File: config.mk
export PLATFORM = sky130hd
export DESIGN_NAME = bcd_gray_arbiter
export DESIGN_NICKNAME = d
export VERILOG_FILES = /design/src/rtl/bcd_gray_pkg.sv /design/src/rtl/bcd2gray_core.sv /design/src/rtl/bcd_gray_arbiter.sv
export SDC_FILE = /design/constraint.sdc
export NUM_CORES = 1
export LEC_CHECK = 0
export CAP_MARGIN = 20
export CORE_UTILIZATION = 35
export CTS_CLUSTER_DIAMETER = 30
export CTS_CLUSTER_SIZE = 20
export DETAILED_ROUTE_END_ITERATION = 10
export PLACE_DENSITY = 0.61
export SYNTH_ARGS = -nofsm -noshare
export SYNTH_HDL_FRONTEND = slang
export SYNTH_SLANG_ARGS = --single-unit
File: constraint.sdc
create_clock -name clk -period 4.63 [get_ports clk]
set_clock_uncertainty 0.2 [all_clocks]
set_input_delay 0.926 -clock clk [delete_from_list [all_inputs] [get_ports clk]]
set_output_delay 0.926 -clock clk [all_outputs]
set_load 0.1 [all_outputs]
File: src/rtl/bcd_gray_pkg.sv
// bcd_gray_pkg: shared FSM states and BCD validity helper for the BCD-to-Gray arbiter.
package bcd_gray_pkg;
    typedef enum logic [1:0] {IDLE, CONV, RESP} state_e;
    localparam logic [3:0] BCD_MAX = 4'd9;
    function automatic logic bcd_invalid(input logic [3:0] digit);
        return digit > BCD_MAX;
    endfunction
endpackage

File: src/rtl/bcd2gray_core.sv
// bcd2gray_core: combinational 4-bit BCD-to-Gray conversion with invalid-digit flag.
module bcd2gray_core
    import bcd_gray_pkg::*;
(
    input  logic [3:0] bcd_i,
    output logic [3:0] gray_o,
    output logic       err_o
);
    assign gray_o = bcd_i ^ (bcd_i >> 1);
    assign err_o  = bcd_invalid(bcd_i);
endmodule

File: src/rtl/bcd_gray_arbiter.sv
// bcd_gray_arbiter: round-robin shares one registered BCD-to-Gray stage among NUM_REQ
// requesters, returning Gray code, requester ID and invalid flag on one response port.
module bcd_gray_arbiter
    import bcd_gray_pkg::*;
#(
    parameter int NUM_REQ = 4,
    parameter int ID_W    = 2,
    parameter int ERR_W   = 8
) (
    input  logic                 clk,
    input  logic                 rst,
    input  logic [NUM_REQ-1:0]   req_valid,
    input  logic [4*NUM_REQ-1:0] req_data,
    output logic [NUM_REQ-1:0]   req_ready,
    output logic                 rsp_valid,
    input  logic                 rsp_ready,
    output logic [3:0]           rsp_gray,
    output logic [ID_W-1:0]      rsp_id,
    output logic                 rsp_err,
    output logic [ERR_W-1:0]     err_cnt,
    output logic                 busy
);
    state_e            state_q, state_d;
    logic [ID_W-1:0]   rr_ptr_q, grant_id_q, rsp_id_q, sel, cand;
    logic [3:0]        digit_q, rsp_gray_q, gray;
    logic [3:0]        digits [NUM_REQ];
    logic              rsp_err_q, err, found;
    logic [ERR_W-1:0]  err_cnt_q;

    for (genvar i = 0; i < NUM_REQ; i++) begin : g_dig
        assign digits[i] = req_data[4*i +: 4];
    end

    // Scan from the far end so the candidate nearest rr_ptr is written last and wins.
    always_comb begin
        sel = '0;
        found = 1'b0;
        cand = '0;
        for (int k = NUM_REQ - 1; k >= 0; k--) begin
            cand = ID_W'((int'(rr_ptr_q) + k) % NUM_REQ);
            if (req_valid[cand]) begin
                sel = cand;
                found = 1'b1;
            end
        end
    end

    always_comb begin
        state_d = state_q;
        case (state_q)
            IDLE:    state_d = found ? CONV : IDLE;
            CONV:    state_d = RESP;
            RESP:    state_d = rsp_ready ? IDLE : RESP;
            default: state_d = IDLE;
        endcase
    end

    bcd2gray_core u_core (
        .bcd_i  (digit_q),
        .gray_o (gray),
        .err_o  (err)
    );

    always_ff @(posedge clk or posedge rst) begin
        if (rst) begin
            state_q    <= IDLE;
            rr_ptr_q   <= '0;
            grant_id_q <= '0;
            digit_q    <= '0;
            rsp_gray_q <= '0;
            rsp_id_q   <= '0;
            rsp_err_q  <= 1'b0;
            err_cnt_q  <= '0;
        end else begin
            state_q <= state_d;
            if (state_q == IDLE && found) begin
                digit_q    <= digits[sel];
                grant_id_q <= sel;
            end
            if (state_q == CONV) begin
                rsp_gray_q <= gray;
                rsp_err_q  <= err;
                rsp_id_q   <= grant_id_q;
                if (err && !(&err_cnt_q)) err_cnt_q <= err_cnt_q + 1'b1;
            end
            if (state_q == RESP && rsp_ready)
                rr_ptr_q <= (grant_id_q == ID_W'(NUM_REQ - 1)) ? '0 : grant_id_q + 1'b1;
        end
    end

    assign req_ready = (state_q == IDLE && found) ? NUM_REQ'(1) << sel : '0;
    assign rsp_valid = state_q == RESP;
    assign busy      = state_q != IDLE;
    assign rsp_gray  = rsp_gray_q;
    assign rsp_id    = rsp_id_q;
    assign rsp_err   = rsp_err_q;
    assign err_cnt   = err_cnt_q;
endmodule

=== Word-level counts from Yosys, hierarchy flattened ===
Cells that the tools add are included.

* Flip-flop bits (word level): 25
* Latch bits: 0
* Memory bits (writable): 0
* ROM bits: 0
* Input bits: 23
* Output and inout bits: 21
* Word-level logic and storage cells: 57
* Memories kept: 0

* Add/subtract/negate cells: 5
* Multiply operators: 0
* Div/mod/pow operators: 0
* $lt $le $gt $ge: 6
* Equal/unequal tests: 3
* Shift operators: 1
* Muxes and demuxes: 24
* Bitwise logic cells: 2
* Reduce and logical (&&, ||, !) cells: 8

{| class="wikitable"
|+ Operators with widths
! operator !! number
|-
| less-than comparator 2 x 3 -> 1 bit (second input constant) || 4
|-
| two-way mux 2 bit || 6
|-
| two-way mux 4 bit || 3
|-
| two-way mux 1 bit || 9
|-
| adder 8 x 1 -> 8 bit (second input constant) || 1
|-
| binary-select mux 1 bit (select 2 bit) || 4
|-
| binary-select mux 4 bit (select 2 bit) || 1
|-
| AND reduction 8 bit || 1
|-
| one-hot mux 2 bit (3 select lines) || 1
|-
| adder 2 x 1 -> 2 bit (second input constant) || 2
|-
| adder 2 bit (second input constant) || 2
|-
| equality test 2 bit (second input constant) || 2
|-
| > comparator 4 bit (second input constant) || 1
|-
| left shift 1 x 2 -> 4 bit (first input constant) || 1
|-
| bitwise XOR 4 x 3 -> 4 bit || 1
|-
| greater-or-equal comparator 3 bit (second input constant) || 1
|-
| logical AND 1 bit || 3
|-
| inverter 2 -> 3 bit || 1
|-
| equality test 2 x 1 -> 1 bit (second input constant) || 1
|-
| zero test 2 bit || 1
|-
| AND reduction 2 bit || 1
|-
| nonzero test 2 bit || 1
|-
| zero test 1 bit || 1
|}

=== Depth between registers and ports, before layout ===
Gate-level depths: netlist of the first run.

* Depth after elaboration: 11
* Depth in mapped cells: 7
* Depth with buffers taken out: 7

=== Hierarchy ===
From an unflattened synthesis of the first run, not the netlist that was laid out.

* Cells, all modules: 121
* Area total of the unflattened synthesis: 1328.8 sq um

{| class="wikitable"
|+ Modules (own cells, without submodules)
! module !! instances !! cells each !! area each (sq um) !! sequential area each (sq um)
|-
| bcd_gray_arbiter || 1 || 109 || 1232.4 || 625.6
|-
| bcd2gray_core || 1 || 12 || 96.3 || 0.0
|}

=== Least setup slack after synthesis of the first run ===
Ideal clock, no wire load.

* Path type: reg-to-output
* From: register state_q[0]
* To: output req_ready[2]
* Arrival: 2952 ps
* Required time: 3504 ps
* Slack: 552 ps
* Cell stages (with the launch flop): 6
* Buffers on the path: 0
* Cells stage by stage: dfrtp_1 -> or2_1 -> a31o_2 -> inv_2 -> nand2b_1 -> nor2b_1

* Cells in the longest elaborated chain, start to end: 3

{| class="wikitable"
|+ Ends and longest elaborated chain
! what !! line !! RTL
|-
| start: declaration || bcd_gray_arbiter.sv:23 || <nowiki>state_e state_q, state_d;</nowiki>
|-
| start signal: assignment || bcd_gray_arbiter.sv:75 || <nowiki>state_q <= state_d;</nowiki>
|-
| zero test 2 bit || bcd_gray_arbiter.sv:91 || <nowiki>assign req_ready = (state_q == IDLE && found) ? NUM_REQ'(1) << sel : '0;</nowiki>
|-
| logical AND 1 bit || bcd_gray_arbiter.sv:91 ||
|-
| two-way mux 4 bit || bcd_gray_arbiter.sv:91 ||
|-
| end: declaration || bcd_gray_arbiter.sv:14 || <nowiki>output logic [NUM_REQ-1:0] req_ready,</nowiki>
|}

No other way between the ends.

=== Worst setup path after layout of the first run ===
* From: input req_valid[1]
* To: output req_ready[1]

* Cells in the longest elaborated chain, start to end: 8
* Elaborated cells on any way between the ends: 19
* Classes of those cells: shift: 1; mux: 17; reduce/logical: 1

{| class="wikitable"
|+ Ends and longest elaborated chain
! what !! line !! RTL
|-
| start: declaration || bcd_gray_arbiter.sv:12 || <nowiki>input logic [NUM_REQ-1:0] req_valid,</nowiki>
|-
| binary-select mux 1 bit (select 2 bit) || bcd_gray_arbiter.sv:41 || <nowiki>if (req_valid[cand]) begin</nowiki>
|-
| two-way mux 1 bit (implied by the code) || bcd_gray_arbiter.sv:41 ||
|-
| two-way mux 2 bit / two-way mux 1 bit (equally long branches) (4 in a row) || bcd_gray_arbiter.sv:41 ||
|-
| left shift 1 x 2 -> 4 bit / logical AND 1 bit (equally long branches) || bcd_gray_arbiter.sv:91 ||
|-
| two-way mux 4 bit * || bcd_gray_arbiter.sv:91 ||
|}

Every way passes the cells marked *; elsewhere a longest branch is shown, timed or not. The select of a mux whose other input is x is not followed.

==> impl_metrics.env, run 1 <==
export IMPL_status="finished clean"
export IMPL_postCtsSetupRepairBufs=0
export IMPL_die_height_um=63.24
export IMPL_worstPathArrival_ns=2.57
export IMPL_cp_start_kind="input pin"
export IMPL_synth_avg_cell_area_um2=11.03
export IMPL_clockBufferDepth=2
export IMPL_cts_tree="done"
export IMPL_critPathMaxFanout=6
export IMPL_vias=1014
export IMPL_slew_headroom_pct=35.21
export IMPL_clk_latency_ns=0.27
export IMPL_synth_most_common_cell="dfrtp_1"
export IMPL_hold_buffers=0
export IMPL_gr_usage_all_layers_pct=14.15
export IMPL_synth_compound_area_share_pct=11.44
export IMPL_fmax_mhz=270.6
export IMPL_grtUsageMet2_pct=23.92
export IMPL_end_kind="output pin"
export IMPL_yosys_top_cells_area="dfrtp_1, mux2i_1, ha_1"
export IMPL_maxSlewViolCount=0
export IMPL_row_count=21
export IMPL_netlist_top_cells_count="dfrtp_1, nand2_1, mux2i_1, inv_1, xnor2_1"
export IMPL_critPathRequiredTime_ns=3.50
export IMPL_crit_slowest_cell="clkdlybuf4s50_1"
export IMPL_core_area_um2=3468
export IMPL_critPathTopFamily="buffers and inverters"
export IMPL_die_w_um=63.24
export IMPL_final_nets=194
export IMPL_cp_cell_sequence="clkdlybuf4s50_1 -> nand2b_1 -> a21oi_1 -> a211oi_1 -> nand2_1 -> nor2_1 -> buf_4"
export IMPL_synthAdderAreaFrac_pct=5.720
export IMPL_ios=44
export IMPL_grt_antenna_before_repair=0
export IMPL_worstHoldPathType="register to register"
export IMPL_synth_cells=119
export IMPL_root_buffer="clkbuf_8"
export IMPL_worst_slew_pin_slew_ns=0.9688
export IMPL_final_antenna_net_count=0
export IMPL_area_delta_synth_final_pct=38.80
export IMPL_synth_flop_cell="dfrtp_1"
export IMPL_clkSinkCount=25
export IMPL_nFillCells=343
export IMPL_yosysTopAreaCell="dfrtp_1"
export IMPL_grt_max_degree=26
export IMPL_drc_errors=0
export IMPL_met1_usage_pct=18.10
export IMPL_grt_pass1_wl_um=4505
export IMPL_grt_overflow=0
export IMPL_synth_nets=148
export IMPL_fin_setup_tns_ns=0
export IMPL_fin_crit_sh_pct=79.83
export IMPL_synth_top_family_by_area="simple AND/OR/NAND/NOR gates"
export IMPL_synthArstFlopShare_pct=100.0
export IMPL_drt_iter0_drc=12
export IMPL_synth_top_area_share_pct=47.66
export IMPL_io_buffers=43
export IMPL_synth_area_mux_share_pct=11.25
export IMPL_ys_seq_elements=25
export IMPL_cap_viol_max_count=0
export IMPL_setup_violations=0
export IMPL_wire_per_inst_um=12.35
export IMPL_drive_gt1_share_pct=12.80
export IMPL_dp_hpwl_um=2057
export IMPL_via_per_inst=4.829
export IMPL_synth_xor_area_share_pct=5.338
export IMPL_cts_made_buffers=3
export IMPL_regArea_um2=625.6
export IMPL_grt_pass1_vias=1020
export IMPL_crit_buf_inv=2
export IMPL_syn_area_um2=1313
export IMPL_ys_seq_area_share_pct=47.66
export IMPL_multi_input_comb_area_um2=638.1
export IMPL_setup_worst_path_class="input pin to output pin"
export IMPL_synth_warnings=0
export IMPL_die_area_um2=3999
export IMPL_start_util_pct=37.84
export IMPL_htree_levels=1
export IMPL_gp_congestion=0.7088
export IMPL_ctsResizeCount=0
export IMPL_firstDrtPassIters=4
export IMPL_postRouteWirelength_um=2593
export IMPL_ys_types=32
export IMPL_synthSimpleGateAreaFrac_pct=14.87
export IMPL_synth_edf_count=0
export IMPL_crit_path_max_incr_delay_ns=0.51
export IMPL_period_needed_ns=3.696
export IMPL_gr_usage_met3_pct=3.986
export IMPL_hold_viol_final=0
export IMPL_busiest_layer="met2"
export IMPL_grt_setup_unrepaired="no"
export IMPL_n_antenna_cell=0
export IMPL_cts_clk_slew_worst_paths_ns=0.08
## worst paths after layout
check	end	from	cells past startpoint	slack, ns
max	req_ready[1]	req_valid[1]	7	0.93
min	rsp_gray[1]$_DFFE_PP0P_	rsp_gray[1]$_DFFE_PP0P_	2	0.30
max reg2reg	err_cnt[1]$_DFFE_PP0P_	digit_q[1]$_DFFE_PP0P_	6	2.56
min reg2reg	rsp_gray[1]$_DFFE_PP0P_	rsp_gray[1]$_DFFE_PP0P_	2	0.30
max in group asynchronous	digit_q[2]$_DFFE_PP0P_	rst	2	2.71
min in group asynchronous	rsp_id[1]$_DFFE_PP0P_	rst	2	0.96
## final cells by class
type	instances	share of cell area, %
Timing Repair Buffer	43	23.08
Clock buffer	3	2.266
Multi-Input combinational cell	83	35.03
Tap cell	46	3.159
Sequential cell	25	34.34
Clock inverter	1	0.2747
Inverter	9	1.854
## cell families (layout without fill, tap and decap cells)
family | Yosys count | count (layout)
adder cells (fa/ha/maj) | 6 | 6
buffers and inverters | 11 | 56
AO/OA/AOI/OAI | 17 | 17
flip-flops | 25 | 25
AND/OR/NAND/NOR | 38 | 38
XOR/XNOR | 8 | 8
multiplexers | 14 | 14
## worst min-delay path, cell delays in order, from the launching register on
cell and delay [ns]:
dfrtp_1 0.35, nand2_1 0.05, o21ai_0 0.07
## routing by layer
| metal | routed length [um] | vias to the layer above | part of all wire, % |
|---|---|---|---|
| li1 | - | 498 | - |
| met1 | 1167 | 498 | 45 |
| met2 | 1328 | 15 | 51 |
| met3 | 82 | 3 | 3.2 |
| met4 | 14 | 0 | 0.54 |
| met5 | 0 | - | 0 |
## stage by stage
stage	utilization (%)	setup WS, ns	instance area, um^2	instances	hold WS, ns
2_1_floorplan	-	0.5519	1313	119	0.2679
3_3_place_gp	51.19	0.9666	1775	206	0.2758
3_5_place_dp	51.19	0.9206	1775	206	0.2719
4_1_cts	52.53	0.9102	1822	210	0.3101
5_1_grt	52.53	0.7308	1822	210	0.3231
6_report	52.53	0.9341	1822	210	0.3037
## registers in the layout (all words and copies together), names as in the netlist
register    cells
digit_q         4
err_cnt         8
grant_id_q      2
rr_ptr_q        2
rsp_err         1
rsp_gray        4
rsp_id          2
state_q         2
## cells in the final DEF, fill, tap and decap left out, drive strengths merged
master / n
a211oi: 1
a21o: 1
a21oi: 2
a221o: 1
a31o: 1
a31oi: 1
and3: 4
buf: 4
clkbuf: 3
clkdlybuf4s50: 39
clkinv: 1
dfrtp: 25
ha: 6
inv: 9
mux2: 6
mux2i: 8
nand2: 19
nand2b: 6
nand4: 3
nor2: 3
nor2b: 2
o21ai: 3
o221ai: 4
o22a: 1
o22ai: 1
o31ai: 1
or2: 1
xnor2: 7
xor2: 1
Power of run 1 is left out: the tool's default activity adds up to more than one toggle a clock period on the data nets, which glitch-free logic cannot reach.
==> run 2: changes to the inputs <==
==> constraint.sdc (replaced) <==
create_clock -name clk -period 3.8 [get_ports clk]
set_clock_uncertainty 0.2 [all_clocks]
set_input_delay 0.76 -clock clk [delete_from_list [all_inputs] [get_ports clk]]
set_output_delay 0.76 -clock clk [all_outputs]
set_load 0.1 [all_outputs]
==> impl_metrics.env, run 2 (synthesis results as in run 1) <==
export IMPL_clk_latency_ns=0.26
export IMPL_die_height_um=63.24
export IMPL_grt_pass1_wl_um=4471
export IMPL_grt_setup_unrepaired="no"
export IMPL_setup_violations=0
export IMPL_clkSinkCount=25
export IMPL_grt_overflow=0
export IMPL_area_delta_synth_final_pct=42.80
export IMPL_critPathRequiredTime_ns=2.84
export IMPL_fmax_mhz=299.2
export IMPL_reg2reg_slack_ns=1.74
export IMPL_final_antenna_net_count=0
export IMPL_postCtsSetupRepairBufs=0
export IMPL_final_nets=194
export IMPL_htree_levels=1
export IMPL_drc_errors=0
export IMPL_fin_crit_sh_pct=87.96
export IMPL_ctsResizeCount=0
export IMPL_vias=983
export IMPL_min_from="err_cnt[5]$_DFFE_PP0P_"
export IMPL_wire_per_inst_um=12.29
export IMPL_die_area_um2=3999
export IMPL_io_buffers=43
export IMPL_start_util_pct=37.84
export IMPL_drt_iter0_drc=28
export IMPL_mostFrequentLayoutCells="clkdlybuf4s50_1, dfrtp_1, nand2_1"
export IMPL_min_path_cells=1
export IMPL_cts_made_buffers=3
export IMPL_drive_gt1_share_pct=15.85
export IMPL_firstDrtPassIters=2
export IMPL_gp_congestion=0.7226
export IMPL_fin_setup_tns_ns=0
export IMPL_worstHoldPathType="register to register"
export IMPL_via_per_inst=4.681
export IMPL_cap_viol_max_count=0
export IMPL_holdWs_ns=0.3014
export IMPL_die_w_um=63.24
export IMPL_period_needed_ns=3.342
export IMPL_end_kind="output pin"
export IMPL_final_common_cell="clkdlybuf4s50_1"
export IMPL_root_buffer="clkbuf_8"
export IMPL_largest_register_ffs=8
export IMPL_grt_max_degree=26
export IMPL_hold_buffers=0
export IMPL_slew_headroom_pct=35.16
export IMPL_cts_clk_slew_worst_paths_ns=0.08
export IMPL_nFillCells=324
export IMPL_postRouteWirelength_um=2580
export IMPL_status="finished clean"
export IMPL_maxSlewViolCount=0
export IMPL_row_count=21
export IMPL_core_area_um2=3468
export IMPL_grt_antenna_before_repair=0
export IMPL_setup_worst_path_class="input pin to output pin"
export IMPL_hold_viol_final=0
export IMPL_clockBufferDepth=2
export IMPL_holdPathEnd="err_cnt[5]$_DFFE_PP0P_"
export IMPL_n_antenna_cell=0
export IMPL_ios=44
export IMPL_fin_util_pct=54.04
export IMPL_worstPathArrival_ns=2.38
export IMPL_r2r_start="digit_q[1]$_DFFE_PP0P_"
export IMPL_dp_hpwl_um=2060
export IMPL_grt_pass1_vias=998
export IMPL_gr_usage_all_layers_pct=14.33
export IMPL_reg2reg_to="err_cnt[1]$_DFFE_PP0P_"
export IMPL_r2r_cells=6
export IMPL_worst_slew_pin_slew_ns=0.9696
export IMPL_cts_tree="done"
export IMPL_cp_start_kind="input pin"
export IMPL_critPathMaxFanout=6
==> run 2: cell types whose count changed in the layout (fill, tap and decap cells not counted), moves of 2 or more <==
cell,change
buf_12,+4
buf_4,-2
clkdlybuf4s50_1,-2
nor2_1,-2
nor2_2,+2
==> run 2: area by class of cell <==
class	count	area, um^2	area share [%]
Tap cell	46	57.56	3.071
Multi-Input combinational cell	83	645.6	34.45
Clock inverter	1	5.005	0.2670
Sequential cell	25	625.6	33.38
Clock buffer	3	41.29	2.203
Inverter	9	33.78	1.802
Timing Repair Buffer	43	465.4	24.83
==> run 2: worst max-delay path: stages <==
cell and delay (ns):
clkdlybuf4s50_1 0.52, nand2b_1 0.12, a21oi_1 0.06, a211oi_1 0.32
nand2_1 0.22, nor2_2 0.18, buf_12 0.19
==> run 2: metrics by stage <==
stage                     setup WS [ns]  area (um^2)  std cells
final                            0.4577         1874        210
after global routing             0.2666         1874        210
after CTS                        0.4449         1874        210
after detailed placement         0.4553         1828        206
after global placement           0.5063         1828        206
after floorplan                  0.3932         1320        119
==> run 2: worst max-delay path by stage <==
stage,start,end,depth (start not counted)
3_5_place_dp,req_valid[1],req_ready[1],7
5_1_grt,req_valid[1],req_ready[1],7
4_1_cts,req_valid[1],req_ready[1],7
2_1_floorplan,state_q[0]$_DFF_PP0_,req_ready[2],5
3_3_place_gp,req_valid[1],req_ready[1],7
6_report,req_valid[1],req_ready[1],7
==> run 2: routing by layer <==
layer / track usage [%] / up-vias / share of wire [%]
met2: 22.45 / 17 / 48
li1: - / 500 / -
met4: 3.409 / 0 / 0.81
met1: 19.52 / 462 / 48
met3: 3.986 / 4 / 3.1
met5: 0 / - / 0
Power of run 2 is left out for the same reason.
